==> src/rtl/clint_cmp_sequencer.sv <==
// Serialises per-requester 64-bit mtimecmp updates onto a 32-bit-half register port.
// The high word is parked at all-ones first so no spurious timer interrupt fires mid-update.
//
// state  | meaning
// IDLE   | waiting for a request, round-robin arbitration, ready pulse
// HI_MAX | write 0xFFFFFFFF to the upper mtimecmp word
// LO     | write the new lower word
// HI     | write the new upper word
// DONE   | one-cycle completion pulse with id and error flag
module clint_cmp_sequencer #(
  parameter int NR_REQ   = 2,
  parameter int NR_CORES = 1,
  parameter int HART_W   = 4,
  localparam int IDX_W   = (NR_REQ > 1) ? $clog2(NR_REQ) : 1
) (
  input  logic                           clk_i,
  input  logic                           rst_ni,
  input  logic [NR_REQ-1:0]              req_valid_i,
  output logic [NR_REQ-1:0]              req_ready_o,
  input  logic [NR_REQ-1:0][HART_W-1:0]  req_hart_i,
  input  logic [NR_REQ-1:0][63:0]        req_data_i,
  output logic                           reg_req_o,
  output logic [15:0]                    reg_addr_o,
  output logic [7:0]                     reg_be_o,
  output logic [63:0]                    reg_wdata_o,
  input  logic                           reg_gnt_i,
  output logic                           done_o,
  output logic [IDX_W-1:0]               done_id_o,
  output logic                           done_err_o
);

  localparam logic [31:0] NR_CORES_U = 32'(NR_CORES);

  typedef enum logic [2:0] {IDLE, HI_MAX, LO, HI, DONE} state_e;

  state_e            state_q;
  logic [IDX_W-1:0]  rr_ptr_q, rr_ptr_d;
  logic [HART_W-1:0] hart_q;
  logic [63:0]       data_q;
  logic [IDX_W-1:0]  idx_q;
  logic              err_q;

  logic              any_valid, hi_found, accept, bad_hart;
  logic [IDX_W-1:0]  lo_idx, hi_idx, winner;
  logic [HART_W-1:0] sel_hart;
  logic [63:0]       sel_data;
  logic [15:0]       base_addr;

  // Lowest valid index at or above rr_ptr wins; otherwise wrap to the lowest valid index.
  always_comb begin
    any_valid = 1'b0;
    hi_found  = 1'b0;
    lo_idx    = '0;
    hi_idx    = '0;
    for (int i = NR_REQ - 1; i >= 0; i--) begin
      if (req_valid_i[i]) begin
        any_valid = 1'b1;
        lo_idx    = IDX_W'(i);
        if (i >= int'(rr_ptr_q)) begin
          hi_found = 1'b1;
          hi_idx   = IDX_W'(i);
        end
      end
    end
    winner = hi_found ? hi_idx : lo_idx;
  end

  assign sel_hart  = req_hart_i[winner];
  assign sel_data  = req_data_i[winner];
  assign bad_hart  = 32'(sel_hart) >= NR_CORES_U;
  assign accept    = rst_ni && (state_q == IDLE) && any_valid;
  assign rr_ptr_d  = (winner == IDX_W'(NR_REQ - 1)) ? '0 : winner + IDX_W'(1);
  assign base_addr = 16'h4000 + 16'(32'(hart_q) << 3);

  always_comb begin
    req_ready_o = '0;
    if (accept) req_ready_o[winner] = 1'b1;
  end

  always_ff @(posedge clk_i or negedge rst_ni) begin
    if (!rst_ni) begin
      state_q  <= IDLE;
      rr_ptr_q <= '0;
      hart_q   <= '0;
      data_q   <= '0;
      idx_q    <= '0;
      err_q    <= 1'b0;
    end else begin
      case (state_q)
        IDLE: begin
          if (any_valid) begin
            hart_q   <= sel_hart;
            data_q   <= sel_data;
            idx_q    <= winner;
            err_q    <= bad_hart;
            rr_ptr_q <= rr_ptr_d;
            state_q  <= bad_hart ? DONE : HI_MAX;
          end
        end
        HI_MAX:  if (reg_gnt_i) state_q <= LO;
        LO:      if (reg_gnt_i) state_q <= HI;
        HI:      if (reg_gnt_i) state_q <= DONE;
        DONE:    state_q <= IDLE;
        default: state_q <= IDLE;
      endcase
    end
  end

  always_comb begin
    reg_req_o   = 1'b0;
    reg_addr_o  = '0;
    reg_be_o    = '0;
    reg_wdata_o = '0;
    case (state_q)
      HI_MAX: begin
        reg_req_o   = 1'b1;
        reg_addr_o  = base_addr + 16'd4;
        reg_be_o    = 8'hF0;
        reg_wdata_o = {32'hFFFF_FFFF, 32'h0};
      end
      LO: begin
        reg_req_o   = 1'b1;
        reg_addr_o  = base_addr;
        reg_be_o    = 8'h0F;
        reg_wdata_o = {32'h0, data_q[31:0]};
      end
      HI: begin
        reg_req_o   = 1'b1;
        reg_addr_o  = base_addr + 16'd4;
        reg_be_o    = 8'hF0;
        reg_wdata_o = {data_q[63:32], 32'h0};
      end
      default: ;
    endcase
  end

  assign done_o     = (state_q == DONE);
  assign done_id_o  = done_o ? idx_q : '0;
  assign done_err_o = done_o & err_q;

endmodule

==> config.mk <==
export PLATFORM = sky130hd
export DESIGN_NAME = clint_cmp_sequencer
export DESIGN_NICKNAME = d
export VERILOG_FILES = /design/src/rtl/clint_cmp_sequencer.sv
export SDC_FILE = /design/constraint.sdc
export NUM_CORES = 1
export LEC_CHECK = 0
export CAP_MARGIN = 25
export CORE_ASPECT_RATIO = 1.1
export CORE_MARGIN = 5
export CORE_UTILIZATION = 39
export CTS_CLUSTER_SIZE = 10
export DETAILED_ROUTE_END_ITERATION = 16
export MAX_ROUTING_LAYER = met4
export PLACE_DENSITY = 0.85
export SKIP_CTS_REPAIR_TIMING = 1
export SLEW_MARGIN = 10
export SYNTH_ARGS = -nofsm -noshare
export SYNTH_HDL_FRONTEND = slang
export SYNTH_SLANG_ARGS = --single-unit
==> constraint.sdc <==
create_clock -name clk_i -period 2.2 [get_ports clk_i]
set_clock_uncertainty 0.15 [all_clocks]
set_input_delay 0.44 -clock clk_i [delete_from_list [all_inputs] [get_ports clk_i]]
set_output_delay 0.44 -clock clk_i [all_outputs]
set_load 0.03 [all_outputs]
== Word-level counts from Yosys, hierarchy flattened ==
Cells that the tools add are included.

* Add/subtract/negate cells: 3
* $lt $le $gt $ge: 4
* Equality and inequality tests: 8
* Muxes and demuxes: 27
* Bitwise logic cells: 1
* Reductions and logical operators: 8

{| class="wikitable"
|+ Operators by type and width
! kind !! number
|-
| 64-bit one-hot mux with 3 select lines || 1
|-
| 64-bit two-way mux || 2
|-
| 16-bit one-hot mux with 2 select lines || 1
|-
| 15-bit by 7-bit adder with 16-bit output (first input constant) || 1
|-
| 16-bit by 3-bit adder with 16-bit output (second input constant) || 1
|-
| 8-bit one-hot mux with 2 select lines || 1
|-
| 3-bit two-way mux || 5
|-
| 1-bit two-way mux || 12
|-
| 3-bit one-hot mux with 4 select lines || 1
|-
| 4-bit two-way mux || 2
|-
| 2-bit inequality test (second input constant) || 4
|-
| 3-bit by 2-bit equality test with 1-bit output (second input constant) || 2
|-
| 4-bit by 1-bit greater-or-equal comparator with 1-bit output (second input constant) || 1
|-
| 4-bit AND reduction || 1
|-
| 3-bit by 1-bit equality test with 1-bit output (second input constant) || 1
|-
| 3-bit equality test (second input constant) || 1
|-
| 1-bit logical AND || 3
|-
| 3-bit zero test || 1
|-
| 3-bit OR reduction || 1
|-
| 1-bit by 2-bit < comparator with 1-bit output (second input constant) || 1
|-
| 2-bit two-way mux || 1
|-
| 2-bit AND reduction || 1
|-
| 2-bit OR reduction || 1
|-
| 1-bit adder (second input constant) || 1
|-
| 4 further kinds || 4
|}

* Register bits: 74
* Input port bits: 141
* Output and inout port bits: 94
* Logic and storage cells: 57

== Depth between registers and ports, before layout ==
Gate-level depths: netlist (run 1).

* Depth in word-level cells: 10
* Depth in mapped cells: 7
* Gate-level depth less buffers: 4

== Least setup slack after synthesis (run 1) ==
OpenSTA, ideal clock, no wires.

* Path type: register -> output
* Start: register state_q[1]
* End: output port reg_addr_o[3]
* Arrival time: 1.572 ns
* Data required time: 1.610 ns
* Path slack: 0.038 ns
* Cell stages (with the launch flop): 5
* Buffers on the path: 1
* Cells stage by stage: dfrtp_1 buf_2 nor2_1 nor2_1 and2_1

* Cells in the longest elaborated chain, start to end: 3
* Elaborated cells on any way between the ends: 5
* Those cells by class: eq/ne: 3; mux: 1; reduce/logical: 1

{| class="wikitable"
|+ RTL lines
! what !! line !! RTL
|-
| start: declaration || 36 || <nowiki>state_e state_q;</nowiki>
|-
| start signal: assignment || 97 || <nowiki>state_q <= bad_hart ? DONE : HI_MAX;</nowiki>
|-
| 3-bit by 2-bit equality test with 1-bit output / 3-bit by 1-bit equality test with 1-bit output (equally long branches) || 114 || <nowiki>case (state_q)</nowiki>
|-
| 2-bit OR reduction (no source line) || -- ||
|-
| 16-bit one-hot mux with 2 select lines * || 114 ||
|-
| end: declaration || 23 || <nowiki>output logic [15:0] reg_addr_o,</nowiki>
|}

Every way passes the cells marked *; elsewhere a longest branch is shown, timed or not.

== Final worst setup path (run 1) ==
* Start: register state_q[2]
* End: output port reg_wdata_o[16]

* Cells in the longest elaborated chain, start to end: 2
* Elaborated cells on any way between the ends: 4
* Those cells by class: eq/ne: 3; mux: 1

{| class="wikitable"
|+ RTL lines
! what !! line !! RTL
|-
| 3-bit by 2-bit equality test with 1-bit output / 3-bit by 1-bit equality test with 1-bit output (equally long branches) || 114 ||
|-
| 64-bit one-hot mux with 3 select lines * || 114 ||
|-
| end: declaration || 25 || <nowiki>output logic [63:0] reg_wdata_o,</nowiki>
|}

Marks and branches as above.

==> results.json, run 1 <==
{
  "dr.pass1.iters": 4,
  "ys_warn_count": 0,
  "route.detailed.drc": 0,
  "grt_pass1_vias": 3976,
  "p_leak_nw": 3.763,
  "cts_tree": "yes",
  "grt_max_degree": 66,
  "portBuffers": 224,
  "rows": 39,
  "pin_count": 235,
  "fin_nets": 767,
  "route.layer.met1.wl_um": 5726,
  "place_inst": 742,
  "fin_crit_ns": 2.270,
  "crit_end": "reg_wdata_o[16]",
  "viasPerCell": 5.173,
  "gp_congestion": 0.8093,
  "overflow": 0,
  "regToRegEndpoint": "data_q[41]$_DFFE_PN0P_",
  "core_area_mm2": 0.01030,
  "holdWs_ns": 0.06649,
  "fmax_mhz": 440.5,
  "syn_area_mm2": 0.004068,
  "critPathKind": "register to primary output",
  "ys_ff_latch": 74,
  "initial_utilization_pct": 39.51,
  "wl_per_cell_um": 18.50,
  "clock_path_buffers": 2,
  "stdcell_count": 775,
  "cts_buffers": 9,
  "wl_met2_um": 7473,
  "clkTransAtPathRegs_ns": 0.05,
  "die-area_mm2": 0.01257,
  "finalSetupViolCount": 32,
  "cp-end-kind": "primary output",
  "vias": 4009,
  "ant_nets": 0,
  "syn_to_final_growth_pct": 70.56,
  "rsz0062_at_grt": "true",
  "die_x_um": 107.4,
  "drt-total-wl_um": 14340,
  "dr.first_iter.drc_count": 232,
  "power_density_mw_per_mm2": 1159,
  "die_h_um": 117.1,
  "status": "finished with violations",
  "grt_pass1_wl_um": 20240,
  "ff2ff_path_depth": 6,
  "worstPathRequired_ns": 1.61,
  "hp-class": "primary input to async pin",
  "drive_gt1_share_pct": 25.83,
  "syn_area_per_cell_um2": 10.12,
  "yosysUniqueCellTypes": 32,
  "final_common_cell": "clkdlybuf4s50_1",
  "arrival_ns": 1.68,
  "clock-root-buffer": "clkbuf_16",
  "clock-sinks": 74,
  "dp_hpwl_um": 9601,
  "htree_levels": 3,
  "cp-startpoint": "state_q[2]$_DFFE_PN0P_",
  "fin_crit_sh_pct": 103.2,
  "reg2reg_from": "state_q[2]$_DFFE_PN0P_",
  "syn_inst": 402,
  "power.total_mw": 8.043,
  "fin_ws_ns": -0.07035,
  "antenna_found_initial": 1,
  "max_cap_viol_count": 0,
  "post-place-ws_ns": -0.2191,
  "dr.max_layer_used": "met4",
  "reg2reg_slack_ns": 0.23,
  "maxSlewViolCount": 0,
  "ir_drop_mv": 1.066,
  "track_usage_pct": 21.02,
  "mostFrequentLayoutCells": "clkdlybuf4s50_1, dfrtp_1, a21o_1",
  "hold_viol_final": 0,
  "slew_headroom_pct": 65.40,
  "critPathMaxFanout": 8,
  "fin_util_pct": 67.38,
  "seq_area_frac_synth_pct": 45.52,
  "cp-start-kind": "register",
  "failed_checks": "setup timing",
  "tightest_slew_ns": 0.5189,
  "clk_latency_ns": 0.32,
  "route.met3.wl_um": 891
}
[cell usage after synthesis]
cell | count | share of area (%)
a22o_1 | 64 | 14
inv_1 | 34 | 3.1
nor4_1 | 2 | 0.31
nand3b_1 | 1 | 0.18
and2_1 | 39 | 6.0
o21ai_1 | 5 | 0.62
nor3b_2 | 1 | 0.31
conb_1 | 1 | 0.092
o2bb2ai_1 | 1 | 0.22
clkbuf_1 | 10 | 0.92
buf_6 | 6 | 1.7
buf_1 | 1 | 0.092
nor4_2 | 1 | 0.31
nand2_1 | 7 | 0.65
a2bb2o_1 | 1 | 0.25
o21ai_4 | 1 | 0.40
o21a_1 | 1 | 0.18
buf_4 | 20 | 3.7
nor2_1 | 4 | 0.37
nand2b_1 | 1 | 0.15
a21oi_1 | 33 | 4.1
buf_2 | 15 | 1.8
nor2b_1 | 1 | 0.15
mux2i_1 | 5 | 1.2
and3_4 | 1 | 0.28
dfrtp_1 | 74 | 46
nor3_4 | 1 | 0.40
xor2_1 | 1 | 0.22
mux2_2 | 1 | 0.28
and3_1 | 2 | 0.31
a21o_1 | 66 | 12
o21ai_2 | 1 | 0.22
[critical path, stage by stage (launching register included)]
cell	delay, ns
dfrtp_1	0.40
buf_6	0.15
nor3b_4	0.19
buf_6	0.17
buf_12	0.13
and2_1	0.17
buf_6	0.14
[worst min-delay path by stage]
stage / from / to / slack [ns] / cells past startpoint
finish: rst_ni / data_q[2]$_DFFE_PN0P_ / 0.07 / 2
global route: rst_ni / data_q[38]$_DFFE_PN0P_ / 0.11 / 2
CTS: rst_ni / state_q[2]$_DFFE_PN0P_ / 0.08 / 2
detailed placement: hart_q[3]$_DFFE_PN0P_ / hart_q[3]$_DFFE_PN0P_ / 0.32 / 2
global placement: hart_q[0]$_DFFE_PN0P_ / hart_q[0]$_DFFE_PN0P_ / 0.32 / 2
floorplan: rst_ni / data_q[0]$_DFFE_PN0P_ / -0.006 / 0
[sequential cells by signal, summed over array words and instances, names as in the netlist]
register / cells
idx_q: 1
err_q: 1
data_q: 64
rr_ptr_q: 1
state_q: 3
hart_q: 4
[cell families (layout without fill, tap and decap cells)]
| group | after synthesis | count (layout) | share of synthesized area (%) |
|---|---|---|---|
| buffers and inverters | 86 | 306 | 11.35 |
| AND/OR/NAND/NOR | 61 | 61 | 9.413 |
| other | 1 | 11 | 0.09219 |
| AO/OA/AOI/OAI | 173 | 173 | 31.90 |
| flip-flops | 74 | 74 | 45.52 |
| multiplexers | 6 | 6 | 1.507 |
| XOR/XNOR | 1 | 1 | 0.2154 |
[stage by stage]
step / setup TNS, ns / instance area, um2
final: -1.414 / 6938
after global routing: -4.362 / 6938
after CTS: -16.30 / 6497
after detailed placement: -15.35 / 6195
after global placement: -10.96 / 6195
after floorplan: 0 / 4101
[layer usage]
metal  vias up  track usage [%]
met1      1984            26.16
met4         0            6.987
li1       1839                -
met5         -                -
met3        22            3.730
met2       164            34.96
[power breakdown]
| group | internal [mW] | leakage [nW] | switching, mW |
|---|---|---|---|
| Combinational | 2.08 | 2.70 | 2.10 |
| Sequential | 2.03 | 0.908 | 0.393 |
| Clock | 0.916 | 0.152 | 0.522 |
| Total | 5.03 | 3.76 | 3.01 |
[area by class of cell]
class	count	area, um2
fillers	781	3358
repair buffers	256	2585
multi-input cells	251	1887
flip-flops and latches	74	1854
clock buffers	15	297.8
well taps	143	178.9
inverters	34	127.6
clock inverters	1	5.005
diodes	1	2.502
Power figures use the tool's default switching activity.
==> run 2, diff against run 1 <==
clock period = 2.6 ns   (was 2.2 ns; I/O delays follow)
==> run 2 against run 1 <==
Net effect: the run now ends clean; clock power is 22% lower; design area shrank 6.8%; sequential power shrank 17%; critical path depth shrank 2; critical path type unchanged; critical endpoint is now reg_be_o[6]; largest power group unchanged; highest routed layer unchanged.
==> results.json, run 2 (same netlist as run 1, synthesis figures left out) <==
{
  "stdcell_count": 759,
  "place_area_mm2": 0.006150,
  "rsz0062_at_grt": "false",
  "gp_congestion": 0.8672,
  "ir_drop_mv": 1.396,
  "grt_pass1_vias": 4025,
  "cts_tree": "yes",
  "overflow": 0,
  "finalSetupViolCount": 0,
  "swShare_pct": 38.60,
  "route.layer.met1.wl_um": 5139,
  "dr.pass1.iters": 4,
  "fin_crit_sh_pct": 96.36,
  "power.total_mw": 6.317,
  "die_h_um": 117.1,
  "power_density_mw_per_mm2": 977.3,
  "vias": 3858,
  "dr.max_layer_used": "met4",
  "power_report.internal_total_mw": 3.879,
  "pin_count": 235,
  "arrival_ns": 1.84,
  "path_cells": "buf_4, nand2b_1, inv_1, clkdlybuf4s50_1",
  "syn_to_final_growth_pct": 58.90,
  "viasPerCell": 5.083,
  "cp-startpoint": "state_q[0]$_DFFE_PN0P_",
  "critPathKind": "register to primary output",
  "drive_gt1_share_pct": 18.86,
  "worstHoldStart": "idx_q$_DFFE_PN0P_",
  "mostFrequentLayoutCells": "clkdlybuf4s50_1, buf_4, dfrtp_1",
  "status": "complete, no violations",
  "final_common_cell": "clkdlybuf4s50_1",
  "dr.first_iter.drc_count": 253,
  "core_area_mm2": 0.01030,
  "slew_headroom_pct": 52.66,
  "wl_per_cell_um": 17.60,
  "p_sw_mw": 2.438,
  "maxSlewViolCount": 0,
  "die-area_mm2": 0.01257,
  "fin_crit_ns": 2.505,
  "dp_hpwl_um": 9818,
  "initial_utilization_pct": 39.51,
  "clock-sinks": 74,
  "fin_nets": 751,
  "slowest_delay_ns": 0.71,
  "tightest_slew_ns": 0.7101,
  "fmax_mhz": 399.2,
  "grt_max_degree": 66,
  "p_leak_nw": 3.475,
  "worstPathRequired_ns": 1.93,
  "antenna_found_initial": 1,
  "cp-end-kind": "primary output",
  "stdcell_area_mm2": 0.006464,
  "clock-root-buffer": "clkbuf_16",
  "largest_reg_flops": 64,
  "reg2reg_from": "state_q[1]$_DFFE_PN0P_",
  "critPathTopFamily": "buffers and inverters",
  "max_cap_viol_count": 0,
  "htree_levels": 3,
  "ant_nets": 0,
  "route.met3.wl_um": 949,
  "drt-total-wl_um": 13360,
  "clk_latency_ns": 0.32,
  "grt_pass1_wl_um": 20480,
  "cts_buffers": 9,
  "hp-class": "register to register",
  "wl_met2_um": 6896,
  "rows": 39,
  "largestRegisters": "data_q (64), hart_q (4), state_q (3)",
  "place_inst": 741,
  "regMostFlops": "data_q",
  "cp-start-kind": "register",
  "die_x_um": 107.4,
  "clkTransAtPathRegs_ns": 0.06,
  "track_usage_pct": 21.16,
  "critPathMaxFanout": 8,
  "clkPwrFrac_pct": 17.7,
  "crit_buf_inv": 3,
  "route.detailed.drc": 0,
  "portBuffers": 224,
  "seq_power_share_pct": 32.0,
  "slowest_stage": "clkdlybuf4s50_1",
  "hold_viol_final": 0,
  "combPwrFrac_pct": 50.3,
  "clock_path_buffers": 2
}
-- run 2: cell types whose count changed in the layout (fill, tap and decap cells not counted), moves of 5 or more --
cell             change
and2_1              +27
and2_4              -27
buf_4               +25
buf_6               -33
clkbuf_8             -5
clkdlybuf4s50_1      +6
dlymetal6s2s_1       -6
-- run 2: worst paths after layout --
path | endpoint | slack (ns) | depth (start not counted)
min reg2reg | idx_q$_DFFE_PN0P_ | 0.33 | 1
max | reg_be_o[6] | 0.09 | 4
max reg2reg | data_q[40]$_DFFE_PN0P_ | 0.57 | 6
max in group asynchronous | data_q[7]$_DFFE_PN0P_ | 0.74 | 4
min | idx_q$_DFFE_PN0P_ | 0.33 | 1
min in group asynchronous | data_q[60]$_DFFE_PN0P_ | 0.39 | 2
-- run 2: final cells by class --
| class | instances | area [um2] |
|---|---|---|
| Fill cell | 836 | 3832 |
| Inverter | 34 | 127.6 |
| Tap cell | 143 | 178.9 |
| Multi-Input combinational cell | 251 | 1809 |
| Sequential cell | 74 | 1852 |
| Clock inverter | 6 | 43.79 |
| Clock buffer | 10 | 229.0 |
| Antenna cell | 1 | 2.502 |
| Timing Repair Buffer | 240 | 2221 |
-- run 2: routing by layer --
layer	GRT usage, %	up-vias
met5	-	-
met4	7.997	0
met3	4.772	28
met2	35.88	163
met1	24.72	1863
li1	-	1804
-- run 2: metrics by stage --
| stage | setup TNS (ns) | hold WS [ns] | setup slack, ns | util (%) |
|---|---|---|---|---|
| final | 0 | 0.3303 | 0.09470 | 62.78 |
| after global routing | 0 | 0.3559 | 0.002781 | 62.78 |
| after CTS | -2.342 | -0.1648 | -0.1421 | 62.38 |
| after detailed placement | 0 | 0.1815 | 0.09086 | 59.73 |
| after global placement | 0 | 0.1817 | 0.1798 | 59.73 |
| after floorplan | 0 | 0.07441 | 0.3582 | - |
-- run 2: power groups by stage --
stage,logic [mW],clock network (mW),registers [mW]
after floorplan,2.32,0,1.94
after global placement,3.09,0,1.99
after detailed placement,3.19,0,2.02
after CTS,3.21,1.15,2.02
after global routing,3.47,1.19,2.09
final,3.18,1.12,2.02
-- run 2: worst register-to-register path, stage by stage, from the launching register on --
cell     delay, ns
dfrtp_1       0.41
buf_12        0.19
nor3_4        0.26
and3_4        0.24
buf_4         0.38
a22o_1        0.24
a21o_1        0.09
==> run 3, diff against run 2 <==
CORE_MARGIN = 2   (was 5)
==> run 3 against run 2 <==
Net effect: flip-flop and latch count did not move; utilization fell by 0.19 points; clock power rose by 6%; largest power group unchanged; first-iteration DRC count fell by 26%; design area fell by 0.31%.
==> results.json, run 3 (same netlist as run 1, synthesis figures left out) <==
{
  "worstPathRequired_ns": 1.93,
  "antenna_found_initial": 0,
  "mostFrequentLayoutCells": "clkdlybuf4s50_1, buf_4, dfrtp_1",
  "p_sw_mw": 2.393,
  "fin_crit_sh_pct": 99.59,
  "final_common_cell": "clkdlybuf4s50_1",
  "ir_drop_mv": 1.204,
  "cts_buffers": 9,
  "grt_pass1_wl_um": 19470,
  "clock_path_buffers": 2,
  "fin_nets": 748,
  "cp-end-kind": "primary output",
  "hp-class": "primary input to async pin",
  "critPathTopFamily": "buffers and inverters",
  "viasPerCell": 5.150,
  "cp-startpoint": "state_q[1]$_DFFE_PN0P_",
  "path_cells": "nor2_1, and3_1, clkdlybuf4s50_1",
  "crit_buf_inv": 1,
  "rsz0062_at_grt": "true",
  "hold_viol_final": 0,
  "cp-start-kind": "register",
  "ant_nets": 0,
  "drive_gt1_share_pct": 18.00,
  "largest_reg_flops": 64,
  "wl_per_cell_um": 16.47,
  "track_usage_pct": 22.19,
  "dr.max_layer_used": "met4",
  "vias": 3883,
  "htree_levels": 3,
  "tightest_slew_ns": 0.7147,
  "die-area_mm2": 0.01126,
  "clkPwrFrac_pct": 18.7,
  "die_x_um": 101.4,
  "holdWs_ns": 0.1705,
  "maxSlewViolCount": 0,
  "core_area_mm2": 0.01030,
  "combPwrFrac_pct": 49.7,
  "slew_headroom_pct": 52.35,
  "arrival_ns": 1.92,
  "fin_ws_ns": 0.01071,
  "critPathKind": "register to primary output",
  "slowest_stage": "clkdlybuf4s50_1",
  "finalSetupViolCount": 0,
  "swShare_pct": 37.50,
  "overflow": 0,
  "pin_count": 235,
  "die_h_um": 111.1,
  "p_leak_nw": 3.424,
  "route.met3.wl_um": 704,
  "fmax_mhz": 386.2,
  "fin_crit_ns": 2.589,
  "power_report.internal_total_mw": 3.988,
  "reg2reg_slack_ns": 0.54,
  "rows": 39,
  "cts_tree": "yes",
  "grt_pass1_vias": 3965,
  "wl_met2_um": 6537,
  "slowest_delay_ns": 0.67,
  "multi_input_area_mm2": 0.001804,
  "portBuffers": 224,
  "clkTransAtPathRegs_ns": 0.06,
  "syn_to_final_growth_pct": 58.41,
  "reg2reg_from": "state_q[1]$_DFFE_PN0P_",
  "largestRegisters": "data_q (64), hart_q (4), state_q (3)",
  "power.total_mw": 6.381,
  "regMostFlops": "data_q",
  "n_fill_cell": 862,
  "max_cap_viol_count": 0,
  "critPathMaxFanout": 6,
  "clock-sinks": 74,
  "post-place-ws_ns": 0.1318,
  "register_area_mm2": 0.001852,
  "initial_utilization_pct": 39.51,
  "drt-total-wl_um": 12420,
  "grt_max_degree": 78,
  "gp_congestion": 0.8579,
  "clock-root-buffer": "clkbuf_16",
  "clk_latency_ns": 0.31,
  "dr.pass1.iters": 5,
  "fin_util_pct": 62.58,
  "dr.first_iter.drc_count": 186,
  "power_density_mw_per_mm2": 990.2,
  "status": "complete, no violations",
  "route.detailed.drc": 0,
  "route.layer.met1.wl_um": 4906,
  "n_antenna_cell": 0,
  "seq_power_share_pct": 31.6,
  "dp_hpwl_um": 8903
}
run 3: cell types whose count changed in the layout (fill, tap and decap cells not counted), sizes merged:
cell	previous run	this run
buf	92	89
bufinv	0	1
clkbuf	10	13
clkdlybuf4s50	144	147
clkinv	5	2
clkinvlp	1	0
diode	1	0
dlygate4sd3	1	0
dlymetal6s2s	3	0
run 3: cell type report:
cell class,instances,share of cell area (%)
Clock buffer,12,3.825
Clock inverter,3,0.6214
Inverter,34,1.981
Multi-Input combinational cell,251,28.00
Sequential cell,74,28.74
Tap cell,143,2.777
Timing Repair Buffer,237,34.06
run 3: worst paths after layout:
path                                     endpoint  cells after the start
setup reg to reg           data_q[25]$_DFFE_PN0P_                      6
min in group clk_i              idx_q$_DFFE_PN0P_                      1
hold reg to reg                 idx_q$_DFFE_PN0P_                      1
max in group asynchronous  data_q[13]$_DFFE_PN0P_                      2
hold / removal             data_q[58]$_DFFE_PN0P_                      2
setup / recovery                       done_err_o                      3
run 3: through the flow:
| stage | setup TNS [ns] | cell area (um2) | std cells |
|---|---|---|---|
| after detailed placement | 0 | 6147 | 739 |
| final | 0 | 6444 | 754 |
| after global routing | -0.08820 | 6444 | 754 |
| after floorplan | 0 | 4101 | 411 |
| after global placement | 0 | 6147 | 739 |
| after CTS | -2.408 | 6434 | 754 |
run 3: power by group through the flow:
| stage | clock network (mW) | logic [mW] | registers [mW] |
|---|---|---|---|
| finish | 1.19 | 3.17 | 2.01 |
| global placement | 0 | 3.08 | 2.00 |
| detailed placement | 0 | 3.18 | 2.03 |
| CTS | 1.22 | 3.20 | 2.02 |
| floorplan | 0 | 2.32 | 1.94 |
| global route | 1.27 | 3.44 | 2.09 |
run 3: layer usage:
metal | track usage (%) | vias to the layer above
met5 | - | -
met4 | 7.027 | 0
met3 | 3.720 | 22
met2 | 37.13 | 162
met1 | 27.18 | 1905
li1 | - | 1794
run 3: worst register-to-register path, cell delays in order (launching register included):
cell and delay [ns]:
dfrtp_1 0.38, clkbuf_8 0.24, nor3_4 0.30, and3_4 0.24, buf_4 0.34, a22o_1 0.25
a21o_1 0.09
